## config.mk

```make
export PLATFORM = sky130hd
export DESIGN_NAME = cacheline_adapter
export DESIGN_NICKNAME = d
export VERILOG_FILES = /design/src/rtl/cacheline_adapter_pkg.sv /design/src/rtl/line_beat_buffer.sv /design/src/rtl/cacheline_adapter.sv
export SDC_FILE = /design/constraint.sdc
export NUM_CORES = 1
export LEC_CHECK = 0
export ABC_AREA = 1
export BUFFER_PORTS_ARGS = -buffer_cell sky130_fd_sc_hd__buf_2
export CORE_AREA = 2 2 286 288
export CTS_BUF_LIST = sky130_fd_sc_hd__clkbuf_2 sky130_fd_sc_hd__clkbuf_4 sky130_fd_sc_hd__clkbuf_8
export CTS_CLUSTER_DIAMETER = 200
export DETAILED_ROUTE_END_ITERATION = 16
export DIE_AREA = 0 0 288 290
export SLEW_MARGIN = 15
export SYNTH_ARGS = -nofsm -noshare
export SYNTH_HDL_FRONTEND = slang
export SYNTH_SLANG_ARGS = --single-unit
```

## constraint.sdc

```tcl
create_clock -name clk -period 5 [get_ports clk]
set_input_delay 0.25 -clock clk [delete_from_list [all_inputs] [get_ports clk]]
set_output_delay 0.25 -clock clk [all_outputs]
set_load 0.1 [all_outputs]
```

## src/rtl/cacheline_adapter_pkg.sv

```systemverilog
// Shared types and sizing for the cacheline-to-burst adapter.
// One 256-bit line moves as four 64-bit bmem beats.
package cacheline_adapter_pkg;

    localparam int LINE_WIDTH = 256;
    localparam int BEAT_WIDTH = 64;
    localparam int BEATS      = LINE_WIDTH / BEAT_WIDTH;
    localparam int CNT_W      = $clog2(BEATS);
    localparam int ADDR_W     = 32;

    localparam logic [CNT_W-1:0]  LAST_BEAT   = CNT_W'(BEATS - 1);
    localparam logic [ADDR_W-1:0] LINE_MASK   = ~ADDR_W'(LINE_WIDTH / 8 - 1);

    typedef logic [LINE_WIDTH-1:0] line_t;
    typedef logic [BEAT_WIDTH-1:0] beat_t;
    typedef logic [ADDR_W-1:0]     addr_t;
    typedef logic [CNT_W-1:0]      beat_idx_t;

    typedef enum logic [2:0] {
        IDLE,
        WR_BURST,
        RD_CMD,
        RD_WAIT,
        DONE
    } adapter_state_t;

    function automatic addr_t line_align(input addr_t a);
        return a & LINE_MASK;
    endfunction

endpackage

```

## src/rtl/line_beat_buffer.sv

```systemverilog
// Purpose: line-wide register with full-line load, per-beat write and per-beat read.
// Latency: writes visible the cycle after the enable; beat read port is combinational.
// Backpressure: none; the owner decides when to load or fill.
module line_beat_buffer
    import cacheline_adapter_pkg::*;
(
    input  logic      clk,
    input  logic      rst,
    input  logic      load_en,
    input  line_t     load_line,
    input  logic      slice_wr_en,
    input  beat_idx_t slice_wr_idx,
    input  beat_t     slice_wr_dat,
    input  beat_idx_t slice_rd_idx,
    output beat_t     slice_rd_dat,
    output line_t     line
);

    logic [BEATS-1:0][BEAT_WIDTH-1:0] line_q;

    always_ff @(posedge clk) begin
        if (rst) begin
            line_q <= '0;
        end else if (load_en) begin
            line_q <= load_line;
        end else if (slice_wr_en) begin
            line_q[slice_wr_idx] <= slice_wr_dat;
        end
    end

    assign slice_rd_dat = line_q[slice_rd_idx];
    assign line         = line_q;

endmodule

```

## src/rtl/cacheline_adapter.sv

```systemverilog
// Purpose: turns one dfp cacheline read/write into a 4-beat 64-bit bmem burst.
// Latency: write = 4 beats + 1 resp cycle; read = cmd + L + 4 beats + 1 resp cycle.
// Backpressure: bmem_ready low stalls the current command/beat; dfp requests are held by the cache.
module cacheline_adapter
    import cacheline_adapter_pkg::*;
(
    input  logic                  clk,
    input  logic                  rst,
    input  logic [ADDR_W-1:0]     dfp_addr,
    input  logic                  dfp_read,
    input  logic                  dfp_write,
    input  logic [LINE_WIDTH-1:0] dfp_wdata,
    output logic [LINE_WIDTH-1:0] dfp_rdata,
    output logic                  dfp_resp,
    output logic [ADDR_W-1:0]     bmem_addr,
    output logic                  bmem_read,
    output logic                  bmem_write,
    output logic [BEAT_WIDTH-1:0] bmem_wdata,
    input  logic                  bmem_ready,
    input  logic [ADDR_W-1:0]     bmem_raddr,
    input  logic [BEAT_WIDTH-1:0] bmem_rdata,
    input  logic                  bmem_rvalid
);

    adapter_state_t state_q, state_d;
    beat_idx_t      cnt_q;
    addr_t          addr_q;
    line_t          rdata_q;
    line_t          buf_line;
    line_t          rd_line;
    beat_t          buf_beat;
    logic           rd_hit;
    logic           beat_adv;
    logic           req_take;
    logic           line_fill_done;

    // Only beats tagged with our own line address count toward the fill.
    assign rd_hit         = bmem_rvalid && (bmem_raddr == addr_q);
    assign req_take       = (state_q == IDLE) && (dfp_write || dfp_read);
    assign line_fill_done = (state_q == RD_WAIT) && rd_hit && (cnt_q == LAST_BEAT);

    always_comb begin
        state_d  = state_q;
        beat_adv = 1'b0;
        unique case (state_q)
            IDLE: begin
                if (dfp_write) begin
                    state_d = WR_BURST;
                end else if (dfp_read) begin
                    state_d = RD_CMD;
                end
            end
            WR_BURST: begin
                if (bmem_ready) begin
                    beat_adv = 1'b1;
                    if (cnt_q == LAST_BEAT) begin
                        state_d = DONE;
                    end
                end
            end
            RD_CMD: begin
                if (bmem_ready) begin
                    state_d = RD_WAIT;
                end
            end
            RD_WAIT: begin
                if (rd_hit) begin
                    beat_adv = 1'b1;
                    if (cnt_q == LAST_BEAT) begin
                        state_d = DONE;
                    end
                end
            end
            DONE: begin
                state_d = IDLE;
            end
            default: begin
                state_d = IDLE;
            end
        endcase
    end

    // The final beat lands in the top slice; fold it in directly so the
    // response line is ready in the DONE cycle without an extra register stage.
    always_comb begin
        rd_line = buf_line;
        rd_line[LINE_WIDTH-1 -: BEAT_WIDTH] = bmem_rdata;
    end

    always_ff @(posedge clk) begin
        if (rst) begin
            state_q <= IDLE;
            cnt_q   <= '0;
            addr_q  <= '0;
            rdata_q <= '0;
        end else begin
            state_q <= state_d;
            if (beat_adv) begin
                cnt_q <= cnt_q + 1'b1;
            end
            if (req_take) begin
                addr_q <= line_align(dfp_addr);
            end
            if (line_fill_done) begin
                rdata_q <= rd_line;
            end
        end
    end

    line_beat_buffer u_buf (
        .clk          (clk),
        .rst          (rst),
        .load_en      (req_take && dfp_write),
        .load_line    (dfp_wdata),
        .slice_wr_en  ((state_q == RD_WAIT) && rd_hit),
        .slice_wr_idx (cnt_q),
        .slice_wr_dat (bmem_rdata),
        .slice_rd_idx (cnt_q),
        .slice_rd_dat (buf_beat),
        .line         (buf_line)
    );

    // Every output comes from registered state, never straight from dfp inputs.
    assign bmem_write = (state_q == WR_BURST);
    assign bmem_read  = (state_q == RD_CMD);
    assign bmem_addr  = (bmem_write || bmem_read) ? addr_q : '0;
    assign bmem_wdata = bmem_write ? buf_beat : '0;
    assign dfp_resp   = (state_q == DONE);
    assign dfp_rdata  = rdata_q;

endmodule

```

Yosys cells after proc, flatten, opt, wreduce, memory -nomap -nowiden:

Index checks and enable logic that the tools add are counted.

* equality and inequality tests: 10
* $add $sub $neg: 1
* magnitude comparators: 2
* reduce and logical (&&, ||, !) cells: 11
* muxes and demuxes: 19

Operators with widths (count)
* 256-bit 2-to-1 mux: 2
* 256-bit bitwise mux: 1
* 64-bit 2-to-1 mux: 3
* 64-bit binary-select mux with 2-bit select: 1
* 64-bit demux with 2-bit select: 1
* 32-bit equality test: 1
* 32-bit 2-to-1 mux: 1
* 3-bit 2-to-1 mux: 6
* 3-bit one-hot mux with 4 select lines: 1
* 3-bit by 2-bit equality test with 1-bit output, second input constant: 2
* 1-bit logical AND: 6
* 2-bit by 1-bit inequality test with 1-bit output, second input constant: 2
* 4-bit AND reduction: 1
* 3-bit by 1-bit equality test with 1-bit output, second input constant: 1
* 3-bit equality test, second input constant: 1
* 3-bit zero test: 1
* 2-bit by 3-bit less-than comparator with 1-bit output, second input constant: 1
* 3-bit inequality test, second input constant: 1
* 2-bit by 1-bit adder with 2-bit output, second input constant: 1
* 2-bit equality test, second input constant: 1
* 2-bit by 1-bit greater-or-equal comparator with 1-bit output, second input constant: 1
* 1-bit logical OR: 2
* 1-bit 2-to-1 mux: 2
* 2-bit inequality test, second input constant: 1
* other kinds (2): 2

* word-level logic and storage cells: 51
* input bits: 390
* bits in registers: 544
* output and inout bits: 355

Logic depth before layout (Yosys ltp):

Gate-level depths: netlist of the first run.

* depth in word-level cells: 7
* depth in mapped cells: 15

Hierarchy:

From an unflattened synthesis of the first run, not the netlist that was laid out.

* cell total of the unflattened synthesis: 5715
* area total of the unflattened synthesis: 32185.9 sq um

By module, submodules not included
* line_beat_buffer: instances 1, sequential area each 5124.9 sq um, area an instance 16338.2 sq um, cells each 2987
* cacheline_adapter: instances 1, sequential area each 5765.5 sq um, area an instance 15847.7 sq um, cells each 2728

Worst setup path after synthesis of the first run:

OpenSTA, ideal clock, no wires.

* path kind: flip-flop to output port
* start point: register state_q[1]
* end point: output port bmem_addr[11]
* required time: 4750 ps
* stages on the path, launching flop included: 7
* slack: 274 ps
* arrival time: 4476 ps
* cell sequence: dfxtp_1 inv_1 nor3_1 or2_2 inv_2 buf_1 nor2_1

* longest elaborated chain between the ends: 3
* elaborated cells between the ends (all ways): 4

RTL lines
* start, declared: RTL line cacheline_adapter.sv:25 `adapter_state_t state_q, state_d;`
* start signal, assigned: RTL line cacheline_adapter.sv:97 `state_q <= state_d;`
* 3-bit by 2-bit equality test with 1-bit output: RTL line cacheline_adapter.sv:125 `assign bmem_read = (state_q == RD_CMD);`
* via bmem_read: RTL line cacheline_adapter.sv:16 `output logic bmem_read,`
* 1-bit logical OR: RTL line cacheline_adapter.sv:126 `assign bmem_addr = (bmem_write || bmem_read) ? addr_q : '0;`
* 32-bit 2-to-1 mux: RTL line cacheline_adapter.sv:126
* end, declared: RTL line cacheline_adapter.sv:15 `output logic [ADDR_W-1:0] bmem_addr,`

The timed path passes the listed nets, and every way through them passes these cells.

Worst setup path after layout of the first run:

* start point: register addr_q[11]
* end point: register u_buf.line_q, in the netlist u_buf.line[9]

* longest elaborated chain between the ends: 4

RTL lines
* start, declared: RTL line cacheline_adapter.sv:27 `addr_t addr_q;`
* start signal, assigned: RTL line cacheline_adapter.sv:102 `addr_q <= line_align(dfp_addr);`
* 32-bit equality test: RTL line cacheline_adapter.sv:38 `assign rd_hit = bmem_rvalid && (bmem_raddr == addr_q);`
* 1-bit logical AND: RTL line cacheline_adapter.sv:38
* 1-bit logical AND: RTL line cacheline_adapter.sv:115 `.slice_wr_en ((state_q == RD_WAIT) && rd_hit),`
* 2-bit nonzero test (no source line)
* end signal, assigned: RTL line line_beat_buffer.sv:25 `line_q <= load_line;`
* end signal, assigned by index: RTL line line_beat_buffer.sv:27 `line_q[slice_wr_idx] <= slice_wr_dat;`
* end, declared: RTL line line_beat_buffer.sv:19 `logic [BEATS-1:0][BEAT_WIDTH-1:0] line_q;`

Every way passes these cells.
A chain may end at the register's enable or synchronous reset.

==> results of run 1 <==
[cells in the final DEF (no fill, tap or decap), types with 129 or more instances in the layout]
cell type      netlist  final
buf_2              104    733
a21oi_1            478    478
o21ai_0            412    412
dfxtp_1            544    542
nand2_1           1255   1255
nor2_1             705    705
dlygate4sd3_1        0    357
inv_1              436    434
nand3_1            270    266
clkbuf_8             0    129
[sequential cells by signal, summed over array words and instances (netlist names)]
register and cells:
dfp_rdata 256, addr_q 27, cnt_q 2, u_buf.line 256
state_q 3
[worst min-delay path by stage]
stage                       startpoint                           to  slack [ns]  cells after the start
5_1_grt                            rst  u_buf.line[20]$_SDFFE_PP0P_        0.03                      2
4_1_cts                            rst  u_buf.line[20]$_SDFFE_PP0P_      0.0004                      2
6_report                           rst  u_buf.line[20]$_SDFFE_PP0P_        0.03                      2
3_3_place_gp   addr_q[17]$_SDFFE_PP0P_      addr_q[17]$_SDFFE_PP0P_        0.46                      2
2_1_floorplan           bmem_rdata[13]  dfp_rdata[205]$_SDFFE_PP0P_        0.38                      2
3_5_place_dp   addr_q[19]$_SDFFE_PP0P_      addr_q[19]$_SDFFE_PP0P_        0.46                      2
[metal layers]
layer  global-route usage (%)  wire length [um]
met3                     5.24              9140
met4                     14.4              6060
met1                     32.8             47200
met2                     44.0             54600
met5                        0                56
[report_power, final]
| part | internal, mW | switching [mW] |
|---|---|---|
| clock network | 2.76 | 2.07 |
| logic | 1.79 | 4.94 |
| registers | 4.95 | 0.371 |
[through the flow]
stage          instance area (um2)  hold WS, ns  power (mW)
6_report                     37300       0.0315        16.9
5_1_grt                      37300       0.0328        17.8
4_1_cts                      37300     0.000386        16.9
3_5_place_dp                 31400        0.465        11.8
3_3_place_gp                 31400        0.461        11.8
2_1_floorplan                27600        0.385        10.1
[cell type report]
class	count	area, um2	area share (%)
Clock inverter	16	210	0.564
Antenna cell	5	12.5	0.0336
Sequential cell	544	10900	29.2
Inverter	454	1720	4.62
Timing Repair Buffer	1127	7610	20.4
Multi-Input combinational cell	3153	13500	36.1
Tap cell	1060	1330	3.56
Clock buffer	166	2050	5.51
[logic make-up (layout without fill, tap and decap cells)]
group,Yosys count,count (layout)
other,1,10
AO/OA/AOI/OAI,891,891
adder cells (fa/ha/maj),4,4
AND/OR/NAND/NOR,2252,2252
flip-flops,544,544
buffers and inverters,793,1763
XOR/XNOR,1,1
[worst register-to-register path: cells and delay by family, from the launching register on]
kind / cells / cell delay (ns)
flip-flops: 1 / 0.34
AO/OA/AOI/OAI: 1 / 0.17
AND/OR/NAND/NOR: 7 / 2.72
XOR/XNOR: 1 / 0.33
buffers and inverters: 1 / 0.56
==> metrics.yaml, run 1 <==
status: "finished, final reports clean"
tightest_slew_ns: 1.19
hold_viol: 0
worstPathMaxFanout: 64
crit_chain: "xnor2_1, nand3_1, nor2_1, nand2_1, nor2_2, nand3_4, nand2_4, nand2_1, a21oi_1, dlygate4sd3_1"
grt_pass1_vias: 30400
syn_area_um2: 27600
initial_utilization_pct: 34.4
drt_iter0_markers: 2575
cp.required_ns: 5.66
fin_skew_ns: 0.0372
synth.most_common_cell: "nand2_1"
core_um2: 80200
cp_slowest_stage_delay_ns: 1.13
postCtsSetupRepairBufs: 0
antenna_found_initial: 9
post-place-ws_ns: 1.35
ant_nets: 0
yosys.area.top_type_share_pct: 39.4
slew_viol_final: 0
ys_ff_latch: 544
synth_flop_cell: "dfxtp_1"
endpoint_kind: "flop"
final_cells: 6525
critPathLaunchType: "flop"
post-route-util_pct: 46.5
nets: 5775
cpMaxStageDelayCell: "nand2_4"
async_reset_ff_share_pct: 0
critical_path.startpoint: "addr_q[11]$_SDFFE_PP0P_"
fin_setup_tns_ns: 0
cts_sinks: 544
yosys.area_share.simple_pct: 32.0
grtUsageTotal_pct: 26.8
ir_drop_uv: 571
hold_path_class: "in2reg"
grt_pass1_wl_um: 176000
endpoint: "u_buf.line[9]$_SDFFE_PP0P_"
crit_type: "reg2reg"
clockBufferDepth: 3
path_depth: 10
io_pins: 745
cellPowerDensity_nw_per_um2: 452
synth_area_leaders: "dfxtp_1 39%, nand2_1 17%, nor2_1 9.6%"
p_leak_nw: 18.9
cts_tree: "done"
rows: 104
drt_first_pass_iters: 5
io_buffers: 734
hold_buffers: 357
synthMuxAreaShare_pct: 0
synthXorXnorAreaFrac_pct: 0.0317
dp.final_hpwl_um: 72700
drc: 0
max_freq_mhz: 241
synth-seq-area-share_pct: 39.4
vias_per_cell: 4.92
syn_avg_cell_area_um2: 6.15
timing.rr.end: "u_buf.line[9]$_SDFFE_PP0P_"
slew_headroom_pct: 20.9
vias: 32100
synth_cell_types: 26
crit_buf_inv: 1
root_buffer: "clkbuf_8"
fill_cells: 8316
die_x_um: 288
die_area_um2: 83500
period_minus_slack_ns: 4.16
yosysWarnings: 0
drive_above_1_share_pct: 18.0
cp_top_family: "simple AND/OR/NAND/NOR gates"
wirelength_um: 117000
arrival_ns: 4.82
worst_slack_ns: 0.844
clock_latency_ns: 0.71
path_clk_slew_ns: 0.06
areaGrowthSynthToFinish_pct: 35.1
die_h_um: 290
synth_top_family_by_area: "simple AND/OR/NAND/NOR gates"
syn-instance-count: 4486
cts_max_level: 3
yosysTopAreaCell: "dfxtp_1"
synth_edf_count: 0
synth_compound_area_share_pct: 16.2
r2r_setup_slack_ns: 0.84
path_common_cell: "nand2_1"
maxCapViolCount: 0
yosys-top-cells-count: "1,255 x nand2_1, 705 x nor2_1, 544 x dfxtp_1"
post_drt_wl_per_cell_um: 17.9
grt_max_degree: 195
ff2ff_path_depth: 10
cts_resized: 0
synthAdderAreaFrac_pct: 0.181
grt-ovfl-total: 0
dpl.cell_count: 5981
setup_viol: 0
place_congestion: 0.912
rsz0062_at_grt: "false"
cts_made_buffers: 101
worstReg2RegStart: "addr_q[11]$_SDFFE_PP0P_"
period_share_pct: 83.1
No activity file was read; power rests on OpenSTA's default activity.
==> inputs of run 2 (changes only) <==
- CORE_AREA: 2 2 286 288 -> 2 2 287 289
- DIE_AREA: 0 0 288 290 -> 0 0 289 291
- clock period: 5 -> 4.29 ns (I/O delays scaled with it)
==> run 2 against run 1 <==
Total power up 19%; non-clock buffer count up 36; clock-buffer cell count up 8; global-route usage down 0.16 points; design area up 1.5%; first-iteration DRC count up 5.0%.
==> metrics.yaml, run 2 (same netlist as run 1, synthesis figures left out) <==
initial_utilization_pct: 34.0
cts_sinks: 544
clock_latency_ns: 0.74
tightest_slew_ns: 1.12
wirelength_um: 117000
maxCapViolCount: 0
status: "finished, final reports clean"
hold_path_class: "in2reg"
drc: 0
mostFrequentLayoutCells: "1,255 x nand2_1, 733 x buf_2, 705 x nor2_1"
grt-ovfl-total: 0
rsz0062_at_grt: "false"
place_congestion: 0.896
root_buffer: "clkbuf_8"
vias_per_cell: 4.88
worstReg2RegStart: "cnt_q[1]$_SDFFE_PP0P_"
drive_above_1_share_pct: 18.2
multiInputGateArea_um2: 13500
slew_headroom_pct: 25.2
ir_drop_uv: 314
setup_viol: 0
io_buffers: 734
cts_tree: "done"
max_freq_mhz: 262
cp.required_ns: 4.90
place_area_um2: 31600
ant_nets: 0
fin_setup_tns_ns: 0
post-place-ws_ns: 1.09
grt_max_degree: 190
grt_pass1_wl_um: 175000
cts_made_buffers: 103
post-route-util_pct: 46.6
drt_iter0_markers: 2705
die_h_um: 291
period_share_pct: 89.1
r2r_setup_slack_ns: 0.47
timing.rr.end: "u_buf.line[34]$_SDFFE_PP0P_"
die_x_um: 289
slew_viol_final: 0
regArea_um2: 10900
cts_max_level: 3
path_clk_slew_ns: 0.06
worstPathMaxFanout: 34
vias: 32100
fill_cells: 8387
hold_viol: 0
areaGrowthSynthToFinish_pct: 37.1
worst_slack_ns: 0.467
endpoint: "u_buf.line[34]$_SDFFE_PP0P_"
drt_first_pass_iters: 6
core_um2: 81200
rows: 105
p_leak_nw: 19.2
clockBufferDepth: 3
fin_skew_ns: 0.0774
die_area_um2: 84100
nets: 5813
arrival_ns: 4.43
design_area_um2: 37800
io_pins: 745
cts_resized: 0
layout.cells.most_common: "nand2_1"
post_drt_wl_per_cell_um: 17.8
antenna_found_initial: 5
dp.final_hpwl_um: 73500
grt_pass1_vias: 29900
crit_type: "reg2reg"
hold_slack_ns: 0.0705
cellPowerDensity_nw_per_um2: 530
period_minus_slack_ns: 3.82
critPathLaunchType: "flop"
grtUsageTotal_pct: 26.6
critical_path.startpoint: "cnt_q[1]$_SDFFE_PP0P_"
ff2ff_path_depth: 10
endpoint_kind: "flop"
## run 2: worst min-delay path by stage
stage	start	endpoint	slack [ns]	cells past startpoint
2_1_floorplan	bmem_rdata[13]	dfp_rdata[205]$_SDFFE_PP0P_	0.35	2
3_3_place_gp	addr_q[17]$_SDFFE_PP0P_	addr_q[17]$_SDFFE_PP0P_	0.46	2
3_5_place_dp	addr_q[19]$_SDFFE_PP0P_	addr_q[19]$_SDFFE_PP0P_	0.46	2
4_1_cts	dfp_write	state_q[1]$_SDFFE_PP0P_	0.008	6
5_1_grt	dfp_write	state_q[1]$_SDFFE_PP0P_	0.07	6
6_report	dfp_write	state_q[1]$_SDFFE_PP0P_	0.07	6
## run 2: layout make-up
class	count	share of cell area, %
Clock buffer	174	5.73
Antenna cell	2	0.0132
Clock inverter	14	0.582
Inverter	454	4.55
Multi-Input combinational cell	3153	35.6
Sequential cell	544	28.8
Timing Repair Buffer	1163	21.2
Tap cell	1070	3.54
## run 2: where the power goes
group / internal (mW) / total (mW) / switching (mW)
registers: 5.77 / 6.21 / 0.447
logic: 2.22 / 7.99 / 5.77
clock network: 3.42 / 5.84 / 2.42
total: 11.4 / 20.0 / 8.63
## run 2: worst max-delay path, stage by stage (launching register included)
cell,delay [ns]
dfxtp_4,0.62
clkinv_2,0.11
buf_4,0.27
ha_1,0.31
inv_2,0.64
buf_12,0.34
o21ai_0,0.12
dlygate4sd3_1,0.57
nand2_1,0.08
a21oi_1,0.08
dlygate4sd3_1,0.58
## run 2: metal layers
layer  GRT usage, %  wire length, um  up-vias
met1           32.9            48200    14500
met3           5.51             9100      311
met4           13.7             6260        6
met2           43.5            53700     1376
li1               -                -    15900
met5              0               35        -
## run 2: what timing repair did
action	4_1_cts	5_1_grt
endpoints found under the hold margin	352	0
hold buffers	385	0
buffers inserted	0	0
## run 2: per-stage QoR
stage	instances	total power [mW]
final	6574	20.0
after global routing	6573	21.2
after CTS	6572	20.1
after detailed placement	5999	13.8
after global placement	5999	13.8
after floorplan	4490	11.7
